### config.mk
export PLATFORM = sky130hd
export DESIGN_NAME = neuron_mac
export DESIGN_NICKNAME = d
export VERILOG_FILES = /design/src/rtl/neuron_mac_pkg.sv /design/src/rtl/neuron_mac.sv
export SDC_FILE = /design/constraint.sdc
export NUM_CORES = 1
export LEC_CHECK = 0
export ABC_AREA = 1
export CAP_MARGIN = 10
export CORE_MARGIN = 1
export CORE_UTILIZATION = 60
export CTS_CLUSTER_DIAMETER = 120
export DETAILED_ROUTE_END_ITERATION = 16
export GPL_TIMING_DRIVEN = 0
export PLACE_DENSITY = 0.79
export SYNTH_ARGS = -nofsm -noshare
export SYNTH_HDL_FRONTEND = slang
export SYNTH_SLANG_ARGS = --single-unit
export TNS_END_PERCENT = 50
### constraint.sdc
create_clock -name clk -period 14.69 [get_ports clk]
set_input_delay 2.938 -clock clk [delete_from_list [all_inputs] [get_ports clk]]
set_output_delay 2.938 -clock clk [all_outputs]
set_load 0.03 [all_outputs]
### src/rtl/neuron_mac_pkg.sv
// Shared fixed-point type, helpers and FSM state encoding for the neuron MAC stage.
package neuron_mac_pkg;

  localparam int unsigned SFP_W    = 16;
  localparam int unsigned SFP_FRAC = 8;
  localparam int unsigned SAT_IN_W = 64;

  typedef logic signed [SFP_W-1:0] sfp;

  localparam sfp SFP_MAX = 16'sh7FFF;
  localparam sfp SFP_MIN = 16'sh8000;

  typedef enum logic [1:0] {
    IDLE  = 2'd0,
    ACCUM = 2'd1,
    DONE  = 2'd2
  } mac_state_t;

  typedef struct packed {
    sfp   val;
    logic clip;
  } sfp_sat_t;

  // Full-precision product rescaled to the sfp binary point; >>> floors toward -inf.
  function automatic logic signed [2*SFP_W-1:0] sfp_mul_full(input sfp a, input sfp b);
    logic signed [2*SFP_W-1:0] p;
    p = (2*SFP_W)'(a) * (2*SFP_W)'(b);
    return p >>> SFP_FRAC;
  endfunction

  function automatic sfp_sat_t sfp_saturate(input logic signed [SAT_IN_W-1:0] a);
    sfp_sat_t r;
    if (a > SAT_IN_W'(SFP_MAX)) begin
      r.val  = SFP_MAX;
      r.clip = 1'b1;
    end else if (a < SAT_IN_W'(SFP_MIN)) begin
      r.val  = SFP_MIN;
      r.clip = 1'b1;
    end else begin
      r.val  = a[SFP_W-1:0];
      r.clip = 1'b0;
    end
    return r;
  endfunction

endpackage

### src/rtl/neuron_mac.sv
// Sequential multiply-accumulate: bias + sum of x*w over N_INPUTS streamed beats,
// saturated to sfp and offered on a valid/ready output.
module neuron_mac
  import neuron_mac_pkg::*;
#(
  parameter int unsigned N_INPUTS = 4
) (
  input  logic clk,
  input  logic rst,
  input  logic start,
  input  sfp   bias,
  output logic busy,
  input  logic in_valid,
  output logic in_ready,
  input  sfp   x,
  input  sfp   w,
  output logic out_valid,
  input  logic out_ready,
  output sfp   sum,
  output logic overflow
);

  localparam int unsigned ACC_W = 2 * SFP_W + $clog2(N_INPUTS + 1);
  localparam int unsigned CNT_W = $clog2(N_INPUTS + 1);

  mac_state_t              state_q, state_d;
  logic signed [ACC_W-1:0] acc_q, acc_d;
  logic [CNT_W-1:0]        cnt_q, cnt_d;
  sfp                      sum_q, sum_d;
  logic                    ovf_q, ovf_d;
  logic                    in_ready_q, in_ready_d;
  logic                    out_valid_q, out_valid_d;
  logic                    busy_q, busy_d;

  logic signed [2*SFP_W-1:0] prod;
  logic signed [ACC_W-1:0]   acc_next;
  sfp_sat_t                  sat;

  assign prod     = sfp_mul_full(x, w);
  assign acc_next = acc_q + ACC_W'(prod);
  assign sat      = sfp_saturate(SAT_IN_W'(acc_next));

  // Next-state, datapath update and registered handshake flags.
  always_comb begin
    state_d = state_q;
    acc_d   = acc_q;
    cnt_d   = cnt_q;
    sum_d   = sum_q;
    ovf_d   = ovf_q;
    unique case (state_q)
      IDLE: begin
        if (start) begin
          acc_d   = ACC_W'(bias);
          cnt_d   = '0;
          state_d = ACCUM;
        end
      end
      ACCUM: begin
        if (in_valid) begin
          acc_d = acc_next;
          cnt_d = cnt_q + CNT_W'(1);
          if (cnt_q == CNT_W'(N_INPUTS - 1)) begin
            sum_d   = sat.val;
            ovf_d   = sat.clip;
            state_d = DONE;
          end
        end
      end
      DONE: begin
        if (out_ready) begin
          if (start) begin
            acc_d   = ACC_W'(bias);
            cnt_d   = '0;
            state_d = ACCUM;
          end else begin
            state_d = IDLE;
          end
        end
      end
      default: state_d = IDLE;
    endcase
    in_ready_d  = (state_d == ACCUM);
    out_valid_d = (state_d == DONE);
    busy_d      = (state_d != IDLE);
  end

  always_ff @(posedge clk) begin
    if (rst) begin
      state_q     <= IDLE;
      acc_q       <= '0;
      cnt_q       <= '0;
      sum_q       <= '0;
      ovf_q       <= 1'b0;
      in_ready_q  <= 1'b0;
      out_valid_q <= 1'b0;
      busy_q      <= 1'b0;
    end else begin
      state_q     <= state_d;
      acc_q       <= acc_d;
      cnt_q       <= cnt_d;
      sum_q       <= sum_d;
      ovf_q       <= ovf_d;
      in_ready_q  <= in_ready_d;
      out_valid_q <= out_valid_d;
      busy_q      <= busy_d;
    end
  end

  assign in_ready  = in_ready_q;
  assign out_valid = out_valid_q;
  assign busy      = busy_q;
  assign sum       = sum_q;
  assign overflow  = ovf_q;

endmodule

==> flow_metrics.tcl <==
set metrics [dict create \
    outcome "finished, final reports clean" \
    fin_crit_ps 12190 \
    rows 57 \
    ant_nets 0 \
    die_width_um 159 \
    cp.arrival_ps 12430 \
    rr_startpoint "acc_q[17]$_SDFFE_PP0P_" \
    finalSetupTns_ps 0 \
    port_buffers 48 \
    synth_area_leader_cell "fa_1" \
    clock_latency_ps 340 \
    synth_cells 2027 \
    clk_path_buf_depth 2 \
    synth_area_leaders "fa_1, inv_1, nand2_1" \
    ff2ff_setup_slack_ps 11460 \
    synth_top_area_frac 0.352 \
    crit_family "adder cells" \
    grtUsageMet1 0.411 \
    yosysSeqAreaShare 0.0807 \
    numClockSinks 60 \
    fp.dieH_um 159 \
    wl_per_cell_um 16.3 \
    worstSetupEndpointType "flip-flop" \
    fin_crit_sh 0.830 \
    drt_first_pass_iters 7 \
    area_growth_pct 8.24 \
    worst-setup-path-type "in -> reg" \
    cts_resized 0 \
    drc 0 \
    grt_pass1_vias 13200 \
    holdCritPathClass "reg -> reg" \
    ff2ff_path_depth 19 \
    holdBufCountCts 0 \
    grt_pass1_wl_um 64100 \
    crit_top_cell "nand2_1" \
    nNetsFinal 2519 \
    via_per_inst 5.40 \
    cts_tree "yes" \
    gp_congestion 0.998 \
    synth_edf_count 0 \
    worstHoldStart "acc_q[10]$_SDFFE_PP0P_" \
    overflow 0 \
    drive_above_1_share 0.0335 \
    cp_slowest_cell "fa_1" \
    hold-path-endpoint "acc_q[10]$_SDFFE_PP0P_" \
    critPathBufInv 8 \
    tightest_slew_ps 759 \
    synth_cell_types 47 \
    slew_headroom 0.494 \
    initial_utilization 0.612 \
    synth_area_per_cell_um2 7.34 \
    synthArstFlopShare 0 \
    ys_warn_count 0 \
    use_met3 0.0706 \
    synthFlopType "dfxtp_1" \
    drt_iter0_markers 1154 \
    yosysMostFrequentCell "inv_1" \
    io_pins 73 \
    rsz0062_at_grt "no" \
    routed_wl_um 39300 \
    htreeDepth 3 \
    hold_viol 0 \
    skew_ps 9.90 \
    setup_viol_count_final 0 \
    dp_hpwl_um 33500 \
    clock.fmax_mhz 82.0 \
    core-area_mm2 0.0243 \
    max_stage_delay_ps 870 \
    cp_max_fo 13 \
    cts_buffers 9 \
    final_cells 2416 \
    drv_cap 0 \
    syn_area_mm2 0.0149 \
    dp_cells 2399 \
    globalRoute.busiestLayer "met2" \
    grt_start_max_net_pins 14 \
    startpoint_type "input port" \
    die-area_mm2 0.0254 \
    grt_use_met2 0.537 \
    postSynthRegisterBits 60 \
    gr-usage-all-layers 0.320 \
    ctsRootBufferMaster "clkbuf_16" \
    via_count 13000 \
    syn_nets 2460 \
    maxSlewViolCount 0 \
    holdPathStages 2 \
    r2r_end "sum[2]$_SDFFE_PP0P_" \
    clkTransAtPathRegs_ps 50 \
    postCtsSetupRepairBufs 0 \
    cp.required_ps 14930 \
    antenna_found_initial 0 \
    synth_common_cells "inv_1, nand2_1, fa_1" \
]
-- per-layer routing --
layer / vias up / share of wire
met5: - / 0.0017
met4: 2 / 0.031
met3: 105 / 0.095
met2: 539 / 0.48
met1: 6266 / 0.39
li1: 6123 / -
-- how the worst max path moves through the flow --
stage,start,to,cells past startpoint
6_report,x[15],sum[2]$_SDFFE_PP0P_,37
5_1_grt,x[15],sum[4]$_SDFFE_PP0P_,37
4_1_cts,x[15],sum[2]$_SDFFE_PP0P_,39
3_5_place_dp,x[15],sum[2]$_SDFFE_PP0P_,39
3_3_place_gp,x[15],sum[12]$_SDFFE_PP0P_,39
2_1_floorplan,w[3],sum[5]$_SDFFE_PP0P_,39
-- worst min-delay path, stage by stage (launching register included) --
cell and delay, ps:
dfxtp_1 310, nand2_1 60, a21oi_1 60
-- registers in the layout, indices dropped and copies added, names as in the netlist --
name,flops
sum,16
overflow,1
cnt_q,3
state_q,2
in_ready,1
out_valid,1
busy,1
acc_q,35
-- placed cells by master (no fill, tap or decap), types with 33 or more instances in the layout --
| cell type | netlist | final |
|---|---|---|
| ha_1 | 118 | 118 |
| xor2_1 | 33 | 33 |
| o21ai_0 | 63 | 63 |
| fa_1 | 262 | 262 |
| nand2_1 | 489 | 489 |
| nand3_1 | 62 | 62 |
| clkbuf_1 | 74 | 74 |
| inv_1 | 503 | 503 |
| a21oi_1 | 100 | 100 |
| dfxtp_1 | 60 | 60 |
| clkdlybuf4s50_1 | 0 | 48 |
| nor2_1 | 128 | 128 |
-- final cells by class --
class                           count  area (µm²)
Clock inverter                      3        68.8
Buffer                             79         334
Tap cell                          324         405
Timing Repair Buffer               48         480
Multi-Input combinational cell   1384       11500
Sequential cell                    60        1200
Clock buffer                       12         267
Antenna cell                        2        5.00
Fill cell                        2136        8210
Inverter                          504        1890
-- cell families (layout without fill, tap and decap cells) --
logic type,count (synthesis),count (layout),share of synthesized area
other,0,2,0
DFF,60,60,0.0807
xor gates and xnor gates,53,53,0.0327
and+or+nand+nor,740,740,0.204
adders and majority gates,380,380,0.452
AOI/OAI and AO/OA,211,211,0.0811
buffers and inverters,583,646,0.150
-- per-stage QoR --
step | hold WS, ps | setup WS (ps) | utilization | cell area, µm²
2_1_floorplan | 450 | 4400 | - | 14900
3_3_place_gp | 466 | 2400 | 0.648 | 15800
3_5_place_dp | 475 | 2310 | 0.648 | 15800
4_1_cts | 481 | 2610 | 0.662 | 16100
5_1_grt | 497 | 1830 | 0.662 | 16100
6_report | 476 | 2500 | 0.662 | 16100
Power is left out: the tool's default activity adds up to more than one toggle a clock period on the data nets, which glitch-free logic cannot reach.
